===== src/rtl/game_flow_ctrl.sv =====
// Screen sequencer: menu/record/countdown/play FSM, button edge detect, circular volume
// record buffer and tick-divided start countdown. Optional menu timeout via MENU_TIMEOUT_EN.
module game_flow_ctrl #(
    parameter int unsigned VOL_W         = 5,
    parameter int unsigned REC_DEPTH     = 16,
    parameter int unsigned VOL_THRESH    = 3,
    parameter int unsigned TICK_DIV      = 100000000,
    parameter int unsigned COUNT_FROM    = 5,
    parameter int unsigned TIMEOUT_TICKS = 30,
    localparam int unsigned AW = $clog2(REC_DEPTH),
    localparam int unsigned CW = AW + 1
) (
    input  logic             clk,
    input  logic             reset,
    input  logic             sw,
    input  logic             btnL,
    input  logic             btnR,
    input  logic             btnC,
    input  logic [VOL_W-1:0] volume,
    input  logic             sample_stb,
    input  logic [AW-1:0]    rec_rd_addr,
    output logic [VOL_W-1:0] rec_rd_data,
    output logic [CW-1:0]    rec_count,
    output logic [3:0]       screen,
    output logic [3:0]       countdown,
    output logic             play_start
);

    localparam int unsigned DW = (TICK_DIV > 1) ? $clog2(TICK_DIV) : 1;

    typedef enum logic [3:0] {
        StIdle      = 4'd0,
        StTitle     = 4'd1,
        StControls1 = 4'd2,
        StControls2 = 4'd3,
        StSettings  = 4'd4,
        StMicCheck  = 4'd5,
        StRecordArm = 4'd6,
        StRecord    = 4'd7,
        StCountdown = 4'd8,
        StPlay      = 4'd9
    } state_e;

    state_e               state_q, state_d;
    logic [2:0]           btn_q, rise_q, rise_d;
    logic [AW-1:0]        wr_ptr_q, wr_ptr_d;
    logic [CW-1:0]        rec_count_q, rec_count_d, rec_count_wr;
    logic [3:0]           countdown_q, countdown_d;
    logic [DW-1:0]        div_q, div_d;
    logic                 play_start_q, play_start_d;
    logic                 counting, tick, do_write, entering_arm;
    logic                 rise_l, rise_r, rise_c;
    logic [VOL_W-1:0]     mem [REC_DEPTH];
    logic [AW-1:0]        rd_idx;

`ifdef MENU_TIMEOUT_EN
    localparam int unsigned IW = $clog2(TIMEOUT_TICKS + 1);
    logic [IW-1:0] idle_q, idle_d;
    logic          in_menu;

    assign in_menu = (state_q == StControls1) || (state_q == StControls2) ||
                     (state_q == StSettings) || (state_q == StMicCheck);
    assign counting = (state_q == StCountdown) || in_menu;
`else
    assign counting = (state_q == StCountdown);
`endif

    // Bit order of button vectors: 0 = L, 1 = R, 2 = C.
    assign rise_d = {btnC, btnR, btnL} & ~btn_q;
    assign rise_l = rise_q[0];
    assign rise_r = rise_q[1];
    assign rise_c = rise_q[2];

    assign tick     = counting && (div_q == DW'(TICK_DIV - 1));
    assign do_write = (state_q == StRecord) && sample_stb;
    assign rec_count_wr = (do_write && rec_count_q != CW'(REC_DEPTH)) ? rec_count_q + 1'b1
                                                                      : rec_count_q;

    always_comb begin
        state_d = state_q;
        case (state_q)
            StIdle:      if (sw) state_d = StTitle;
            StTitle:     if (rise_r) state_d = StControls1;
            StControls1: begin
                if (rise_r)      state_d = StControls2;
                else if (rise_l) state_d = StTitle;
            end
            StControls2: begin
                if (rise_r)      state_d = StSettings;
                else if (rise_l) state_d = StControls1;
            end
            StSettings: begin
                if (rise_r)      state_d = StMicCheck;
                else if (rise_l) state_d = StControls2;
            end
            StMicCheck:  if (int'(volume) > int'(VOL_THRESH)) state_d = StRecordArm;
            StRecordArm: if (btnC) state_d = StRecord;
            StRecord: begin
                if (!btnC || rec_count_wr == CW'(REC_DEPTH)) state_d = StCountdown;
            end
            StCountdown: if (tick && countdown_q == 4'd0) state_d = StPlay;
            StPlay:      if (rise_c) state_d = StRecordArm;
            default:     state_d = StIdle;
        endcase
`ifdef MENU_TIMEOUT_EN
        if (in_menu && state_d == state_q && rise_q == 3'b000 && tick &&
            idle_q == IW'(TIMEOUT_TICKS - 1)) begin
            state_d = StTitle;
        end
`endif
        if (!sw) state_d = StIdle;
    end

    assign entering_arm = (state_d == StRecordArm) && (state_q != StRecordArm);
    assign play_start_d = (state_q == StCountdown) && (state_d == StPlay);

    always_comb begin
        wr_ptr_d    = wr_ptr_q;
        rec_count_d = rec_count_wr;
        if (entering_arm) begin
            wr_ptr_d    = '0;
            rec_count_d = '0;
        end else if (do_write) begin
            wr_ptr_d = wr_ptr_q + 1'b1;
        end

        countdown_d = countdown_q;
        if (state_d == StCountdown && state_q != StCountdown) begin
            countdown_d = 4'(COUNT_FROM);
        end else if (state_q == StCountdown && tick && countdown_q != 4'd0) begin
            countdown_d = countdown_q - 4'd1;
        end

        // Divider restarts on every state change so each screen sees full ticks.
        if (state_d != state_q || !counting || tick) div_d = '0;
        else                                          div_d = div_q + 1'b1;
    end

    always_ff @(posedge clk) begin
        if (reset) begin
            state_q      <= StIdle;
            btn_q        <= '0;
            rise_q       <= '0;
            wr_ptr_q     <= '0;
            rec_count_q  <= '0;
            countdown_q  <= 4'(COUNT_FROM);
            div_q        <= '0;
            play_start_q <= 1'b0;
        end else begin
            state_q      <= state_d;
            btn_q        <= {btnC, btnR, btnL};
            rise_q       <= rise_d;
            wr_ptr_q     <= wr_ptr_d;
            rec_count_q  <= rec_count_d;
            countdown_q  <= countdown_d;
            div_q        <= div_d;
            play_start_q <= play_start_d;
        end
    end

`ifdef MENU_TIMEOUT_EN
    always_comb begin
        if (state_d != state_q || rise_q != 3'b000) idle_d = '0;
        else if (in_menu && tick)                   idle_d = idle_q + 1'b1;
        else                                        idle_d = idle_q;
    end

    always_ff @(posedge clk) begin
        if (reset) idle_q <= '0;
        else       idle_q <= idle_d;
    end
`endif

    // Buffer contents deliberately survive reset; rec_count gates what is visible.
    always_ff @(posedge clk) begin
        if (do_write) mem[wr_ptr_q] <= volume;
    end

    assign rd_idx      = wr_ptr_q - AW'(1) - rec_rd_addr;
    assign rec_rd_data = ({1'b0, rec_rd_addr} < rec_count_q) ? mem[rd_idx] : '0;

    assign rec_count  = rec_count_q;
    assign screen     = state_q;
    assign countdown  = countdown_q;
    assign play_start = play_start_q;

endmodule


===== config.mk =====
export PLATFORM = sky130hd
export DESIGN_NAME = game_flow_ctrl
export DESIGN_NICKNAME = d
export VERILOG_FILES = /design/src/rtl/game_flow_ctrl.sv
export SDC_FILE = /design/constraint.sdc
export NUM_CORES = 1
export LEC_CHECK = 0
export ABC_AREA = 1
export BUFFER_PORTS_ARGS = -buffer_cell sky130_fd_sc_hd__buf_2
export CORE_MARGIN = 5
export CORE_UTILIZATION = 25
export DETAILED_ROUTE_END_ITERATION = 6
export SETUP_SLACK_MARGIN = 0.02
export SYNTH_ARGS = -nofsm -noshare
export SYNTH_HDL_FRONTEND = slang
export SYNTH_SLANG_ARGS = --single-unit
export TNS_END_PERCENT = 5

===== constraint.sdc =====
create_clock -name clk -period 2.7 [get_ports clk]
set_clock_uncertainty 0.15 [all_clocks]
set_input_delay 0.54 -clock clk [delete_from_list [all_inputs] [get_ports clk]]
set_output_delay 0.54 -clock clk [all_outputs]
set_load 0.02 [all_outputs]

**Word-level counts from Yosys, hierarchy flattened**

Memory sizes are Yosys's and may differ from the RTL's.
Cells that the tools add are included.

- Latch bits: 0
- Memory bits (read-only): 0
- Logic and storage cells: 75
- Memory bits (writable): 80
- Bits in registers: 51
- Memories: 1

Memory list:

| name | depth | bits a word | read ports | clocked after Yosys merged registers in | wr ports | line | RTL |
|---|---|---|---|---|---|---|---|
| mem | 16 | 5 | 1 | 0 | 1 | 53 | `logic [VOL_W-1:0] mem [REC_DEPTH];` |

- Bitwise logic cells: 2
- Muxes and demuxes: 18
- Magnitude comparators: 2
- $add $sub $neg: 6
- Divide/modulo/power cells: 0
- Equal/unequal tests: 18
- Shift operators: 0
- Reductions and logical operators: 20
- Multiply operators: 0

Operators with widths:

| operator | number |
|---|---|
| $mux 4 | 13 |
| $pmux 4 s10 | 1 |
| $add 27x1->27 const B | 1 |
| $eq 27x27->1 const B | 1 |
| $eq 4x3->1 const B | 5 |
| $eq 4x4->1 const B | 4 |
| $mux 5 | 2 |
| $logic_and 1x1->1 | 9 |
| $eq 4x2->1 const B | 2 |
| $logic_not 4->1 | 2 |
| $sub 4x1->4 const B | 2 |
| $reduce_or 2->1 | 3 |
| $add 5x1->5 const B | 1 |
| $eq 5x5->1 const B | 1 |
| $gt 5x2->1 const B | 1 |
| $lt 4x5->1 | 1 |
| $ne 5x5->1 const B | 1 |
| $add 4x1->4 const B | 1 |
| $eq 4x1->1 const B | 1 |
| $ne 4x3->1 const B | 1 |
| $ne 4x4->1 | 1 |
| $ne 4x4->1 const B | 1 |
| $reduce_bool 4->1 | 1 |
| $sub 4x4->4 | 1 |
| other kinds (5) | 9 |

**Longest topological paths before layout**

Gate-level depths: netlist (run 1).

- Depth in word-level cells: 13
- Gate-level depth with buffers: 16
- Mapped depth without buffers: 15

**Worst setup path after synthesis (run 1)**

Ideal clock, no wire load.

- Path type: input port to output port
- Start: in rec_rd_addr[0]
- End: out rec_rd_data[3]
- Arrival: 2375 ps
- Cell stages on the path: 9
- Required time: 2010 ps
- Slack: -365 ps
- Cells stage by stage: inv_1 > ha_1 > fa_1 > clkbuf_1 > o21ai_0 > o32ai_1 > mux2_2 > nand2_1 > a21oi_1

- Word-level cells in the longest chain between the ends: 3
- Elaborated cells between the ends (all ways): 4

RTL lines:

| item | line | RTL |
|---|---|---|
| from (decl) | 21 | `input logic [AW-1:0] rec_rd_addr,` |
| $sub 4x4->4 | 179 | `assign rd_idx = wr_ptr_q - AW'(1) - rec_rd_addr;` |
| $mem_v2 16x5 | -- |  |
| $mux 5 (*) | 180 | `assign rec_rd_data = ({1'b0, rec_rd_addr} < rec_count_q) ? mem[rd_idx] : '0;` |
| to (decl) | 22 | `output logic [VOL_W-1:0] rec_rd_data,` |

Mark *: on every way between the ends. The rest lies on a longest branch, timed or not.

**Final worst setup path (run 1)**

- Start: reg wr_ptr_q[0]
- End: out rec_rd_data[3]

- Word-level cells in the longest chain between the ends: 4

RTL lines:

| item | line | RTL |
|---|---|---|
| from (decl) | 46 | `logic [AW-1:0] wr_ptr_q, wr_ptr_d;` |
| from (signal assigned) | 153 | `wr_ptr_q <= wr_ptr_d;` |
| $sub 4x1->4 | 179 |  |
| $sub 4x4->4 | 179 |  |
| $mem_v2 16x5 | -- |  |
| $mux 5 | 180 |  |

Every way passes these cells.

==> results.txt, run 1 <==
Status: complete, but fails checks
Violated checks: negative setup slack
Setup Slack @ Placement: -0.563 ns
Worst endpoint data arrival time: 2.51 ns
Gate power share: 5.5%
Root Buffer: clkbuf_16
Most common cell in the synthesized netlist: nand2_1
Synth warn: 0
Post-Route Utilization: 32.0%
Leak: 0.00288 uW
Cell Int Power: 3790 uW
Post-DP Area: 7030 um2
Drt initial violations: 336
Global route overflow: 0
Peak Freq: 0.313 GHz
Wire per inst: 13.2 um
Synth area leaders: edfxtp_1 39%, dfxtp_1 17%, nand2_1 8.1%, nor2_1 6.2%, inv_1 4.3%
Clk sink count: 131
Syn-to-layout area delta: 26.8%
Critical Path Fanout Max: 20
DRT antenna net count: 0
Sw Ratio: 22.0%
Final-stage net count: 761
Layout filler cell count: 2456
Async S/R FF share, synth: 0%
Worst-path clk slew: 0.06 ns
Inserted Clock Buffers: 17
Die footprint: 27600 um2
Post-synth top cells: 132 x nand2_1, 101 x nor2_1, 80 x edfxtp_1
Worst-Margin Slew: 0.535 ns
Routability congestion estimate: 0.798
Antenna Cells: 0
DRC errors left: 0
Synthesized area per cell: 9.31 um2
Largest area contributor in the netlist: edfxtp_1
Yosys reg bits: 131
Via-per-instance ratio: 4.35
EDFF count, synth: 80
Worst EP required: 2.01 ns
Initial Util: 25.2%
Yosys cell types: 41
Max-cap viol count: 0
Final WS setup: -0.495 ns
Global Route Usage Sum: 10.6%
Slew HR: 64.2%
Period utilization: 118%
Layout cells sized above 1: 19.8%
CTS tree: done
CP Launch Type: flop
First-pass DRT Iterations: 5
Total number of vias: 4631
Clk pwr share: 50.7%
Setup CP Type: reg -> out
Slew Limit Fails: 0
Die X: 166 um
Area occupied by multi-input gates: 2440 um2
Synth Instances: 655
Ys flop type: edfxtp_1
Switching power: 1070 uW
Io pins: 35
CTS H-tree lvls: 4
Die Height: 166 um
Post-DP HPWL: 9910 um
Total wire length: 14000 um
Synthesized net count: 687
Power Density: 628 nW/um2
Core Region: 24200 um2
Clk_lat worst skew: 0.42 ns
Post-synthesis sequential area ratio: 56.1%
Largest net degree at the start of global routing: 28
Sequential Area: 3430 um2
RSZ-0062 raised after global routing: true
Peak supply drop: 0.346 mV
Cell area after layout: 7730 um2
Setup crit end kind: output port
Cell area after synthesis: 6100 um2
CTS Buffer Depth: 2
# setup viols final: 5
Initial antenna violation count: 0
Minimum clock period: 3.20 ns
Reg power frac: 43.8%
Std cell rows: 57
Vias in the first global route: 4570
Port bufs: 34
Cts hold-fix bufs: 0
First-pass GRT wire length: 23400 um
HP Class: in -> reg
Synth top area share: 39.4%
Final Hold Viols: 0
[registers in the layout, indices dropped and copies added, names as in the netlist]
| register | count |
|---|---|
| mem | 80 |
| div_q | 27 |
| rec_count | 5 |
| countdown | 4 |
| screen | 4 |
| wr_ptr_q | 4 |
| btn_q | 3 |
| rise_q | 3 |
| play_start | 1 |
[critical path, stage by stage, from the launching register on]
cell     delay, ns
dfxtp_2       0.34
ha_4          0.16
fa_2          0.63
buf_12        0.18
o21ai_1       0.10
o32ai_2       0.12
mux2_4        0.20
nand2_2       0.07
a21oi_4       0.14
buf_4         0.15
[cell families after synthesis]
family / count (synthesis) / synth area share (%)
xor gates and xnor gates: 21 / 3.02
AOI/OAI and AO/OA: 81 / 8.53
buffers and inverters: 89 / 5.85
adders and majority gates: 16 / 3.41
muxes: 3 / 0.533
DFF: 131 / 56.1
and+or+nand+nor: 314 / 22.5
[final timing paths]
| path | startpoint | endpoint | slack (ns) | cells past startpoint |
|---|---|---|---|---|
| max reg2reg | rec_count[0]$_SDFF_PP0_ | div_q[13]$_SDFF_PP0_ | 0.33 | 15 |
| min | btnR | btn_q[1]$_SDFF_PP0_ | 0.19 | 3 |
| max | wr_ptr_q[0]$_SDFFE_PP0P_ | rec_rd_data[3] | -0.50 | 9 |
| min reg2reg | btn_q[1]$_SDFF_PP0_ | rise_q[1]$_SDFF_PP0_ | 0.24 | 1 |
[layout make-up]
class                   count  area share [%]
well taps                 324            5.24
clock buffers              17            5.50
inverters                  70            3.56
clock inverters            14            2.62
repair buffers             74            7.25
flip-flops and latches    131            44.3
multi-input cells         435            31.5
[routing by layer]
layer	routed length [um]	global-route usage [%]	vias up
li1	-	-	2354
met1	6620	13.6	2159
met2	6590	17.1	99
met3	626	3.33	19
met4	209	3.59	0
met5	0	0	-
[layout by cell type, fill, tap and decap left out, drive strengths merged, types with 2 or more instances in the layout]
master,synthesis,layout
a21oi,33,33
a31oi,3,3
a32o,8,8
a32oi,8,8
buf,4,74
bufinv,0,4
clkbuf,15,17
clkinv,0,3
clkinvlp,0,3
dfxtp,51,51
edfxtp,80,80
ha,15,15
inv,70,74
mux2,2,2
nand2,137,137
nand3,32,32
nand4,9,9
nor2,102,102
nor3,23,23
nor4,5,5
o21ai,20,20
o32ai,5,5
or2,3,3
xnor2,7,7
xor2,14,14
[stage by stage]
stage / setup TNS [ns] / hold WS (ns) / total power [uW] / std cells
2_1_floorplan: -0.378 / 0.224 / 2310 / 655
3_3_place_gp: -2.49 / 0.229 / 2420 / 1033
3_5_place_dp: -2.65 / 0.232 / 2420 / 1033
4_1_cts: -2.41 / 0.172 / 4920 / 1066
5_1_grt: -3.15 / 0.201 / 5050 / 1065
6_report: -2.37 / 0.190 / 4850 / 1065
[power by group through the flow]
stage	Clock, uW	Sequential [uW]	Combinational, uW
detailed placement	0	2170	248
global placement	0	2170	248
CTS	2520	2130	273
global route	2630	2130	290
finish	2460	2130	265
floorplan	0	2170	137
[repair_timing]
action | 4_1_cts | 5_1_grt
buffers inserted | 1 | 0
cloned | 1 | 0
endpoints found under the setup margin | 5 | 31
pin swaps | 2 | 1
gates resized for setup | 21 | 4
No activity file was read; power rests on OpenSTA's default activity.
==> inputs of run 2 (changes only) <==
--- a/config.mk
+++ b/config.mk
@@ -8,8 +8,9 @@
 export ABC_AREA = 1
 export BUFFER_PORTS_ARGS = -buffer_cell sky130_fd_sc_hd__buf_2
 export CORE_MARGIN = 5
-export CORE_UTILIZATION = 25
+export CORE_UTILIZATION = 55
 export DETAILED_ROUTE_END_ITERATION = 6
+export PLACE_DENSITY = 0.76
 export SETUP_SLACK_MARGIN = 0.02
 export SYNTH_ARGS = -nofsm -noshare
 export SYNTH_HDL_FRONTEND = slang
==> results.txt, run 2 (synthesis gave the netlist of run 1 again) <==
Most frequent cells in the layout: 126 x nand2_1, 97 x nor2_1, 80 x edfxtp_1
CP peak stage delay: 0.67 ns (+0.04 ns)
GRT busiest layer: met2
Crit-path cells: ha_4, fa_2, buf_12, buf_16, a21oi_1, a32oi_1, o21ai_1, nand2_1, nand2_2, nor2_4, buf_6
Biggest register: mem
Peak Freq: 0.295 GHz (-5.8%)
Worst EP required: 2.01 ns (about the same)
Leak: 0.00284 uW (-1.2%)
Slew HR: 25.2% (-39 points)
DRT antenna net count: 0 (unchanged)
CP max-delay cell: fa_2
Via-per-instance ratio: 5.49 (+26%)
Status: complete, but fails checks
Worst endpoint data arrival time: 2.70 ns (+0.19 ns)
RSZ-0062 raised after global routing: true
GR Util met1: 27.5% (+14 points)
Die footprint: 13300 um2 (-52%)
Global Route Usage Sum: 22.2% (+12 points)
Bufs and invs on worst path: 3 (+1)
Cts hold-fix bufs: 0 (unchanged)
Setup CP Type: reg -> out
M2 GR Usage: 39.3% (+22 points)
CP top delay family: adder cells
Routability congestion estimate: 0.871 (+9.1%)
Max-cap viol count: 0 (unchanged)
CP Launch Type: flop
Minimum clock period: 3.39 ns (+0.195 ns)
CTS tree: done
CTS Buffer Depth: 2 (unchanged)
DRC errors left: 0 (unchanged)
Final Hold Viols: 0 (unchanged)
Total number of vias: 4797 (+3.6%)
Vias in the first global route: 4860 (+6.3%)
Period utilization: 126% (+7.2 points)
Inserted Clock Buffers: 17 (unchanged)
Io pins: 35 (unchanged)
Met3 Usage GRT: 4.79% (+1.5 points)
# setup viols final: 5 (unchanged)
Clk_lat worst skew: 0.51 ns (+0.09 ns)
Wire per inst: 15.7 um (+19%)
Worst-path clk slew: 0.06 ns (about the same)
Drt initial violations: 483 (+44%)
Slew Limit Fails: 0 (unchanged)
Clk sink count: 131 (unchanged)
Initial Util: 56.3% (+31 points)
Non-filler instance count after layout: 874 (-18%)
CTS H-tree lvls: 4 (unchanged)
Critical Path Fanout Max: 5 (-75%)
Layout cells sized above 1: 19.1% (-0.76 points)
Power Density: 631 nW/um2 (+0.56%)
Post-DP HPWL: 9420 um (-4.9%)
Root Buffer: clkbuf_8
Violated checks: negative setup slack
Die X: 115 um (-31%)
Worst-Margin Slew: 1.12 ns (+0.582 ns)
Syn-to-layout area delta: 23.3%
Core Region: 10800 um2 (-55%)
Final WS setup: -0.690 ns (-0.195 ns)
Peak supply drop: 0.484 mV (+40%)
HP Class: in -> reg
First-pass GRT wire length: 23100 um (-1.4%)
Dpl cells: 839 (-19%)
Total wire length: 13700 um (-2.4%)
Post-Route Utilization: 69.4% (+37 points)
Global route overflow: 0 (unchanged)
First-pass DRT Iterations: 6 (+1)
Initial antenna violation count: 0 (unchanged)
Std cell rows: 38 (-33%)
Port bufs: 34 (unchanged)
Die Height: 115 um (-31%)
Setup crit end kind: output port
Commonest non-fill, non-tap cell in the layout: nand2_1
Layout filler cell count: 763 (-69%)
Antenna Cells: 0 (unchanged)
Final hold slack: 0.0957 ns (-0.0939 ns)
Final-stage net count: 753 (-1.1%)
Largest net degree at the start of global routing: 28 (unchanged)
Max reg flops: 80 (unchanged)
[run 2: through the flow]
stage / setup slack, ns / power, uW / TNS [ns] / area, um2
3_5_place_dp: -0.658 / 2410 / -2.98 / 6710
2_1_floorplan: -0.0852 / 2310 / -0.378 / 6220
5_1_grt: -0.776 / 4900 / -3.72 / 7520
6_report: -0.690 / 4740 / -3.18 / 7520
3_3_place_gp: -0.626 / 2400 / -2.71 / 6710
4_1_cts: -0.617 / 4770 / -2.99 / 7510
[run 2: metal layers]
layer  part of all wire, %  routed length, um
met4                   1.4                197
met5                     0                  0
met1                    41               5660
met3                   5.8                800
met2                    51               7050
[run 2: worst reg2reg max path, cell delays in order (launching register included)]
cell and delay [ns]:
dfxtp_1 0.37, ha_1 0.21, nand3_1 0.11, nor2_1 0.20
nand3_2 0.16, nor4_4 0.31, nand3_1 0.16, nor2_1 0.21
nand3_1 0.16, nor3_1 0.25, nor3_2 0.09
[run 2: area by class of cell]
cell class	instances	area [um2]	area share [%]
flip-flops and latches	131	3430	45.6
multi-input cells	435	2480	33.0
repair buffers	66	557	7.41
clock buffers	22	453	6.02
inverters	70	275	3.66
well taps	140	175	2.33
clock inverters	10	154	2.05
[run 2: repair_timing]
item	in CTS	in global routing
buffers inserted	1	0
gates cloned	2	0
pin swaps	5	1
gates resized for setup	34	4
setup endpoints to repair	5	15
[run 2: worst paths after layout]
path / from / to / slack (ns) / cells past startpoint
worst max register to register: div_q[0]$_SDFF_PP0_ / div_q[24]$_SDFF_PP0_ / 0.20 / 10
worst max-delay path: wr_ptr_q[0]$_SDFFE_PP0P_ / rec_rd_data[4] / -0.69 / 11
worst min-delay path: btnL / btn_q[0]$_SDFF_PP0_ / 0.1 / 3
worst min register to register: btn_q[2]$_SDFF_PP0_ / rise_q[2]$_SDFF_PP0_ / 0.24 / 1
[run 2: power by group]
part	switching [uW]	internal (uW)
clock network	795	1540
registers	5.57	2130
logic	161	117
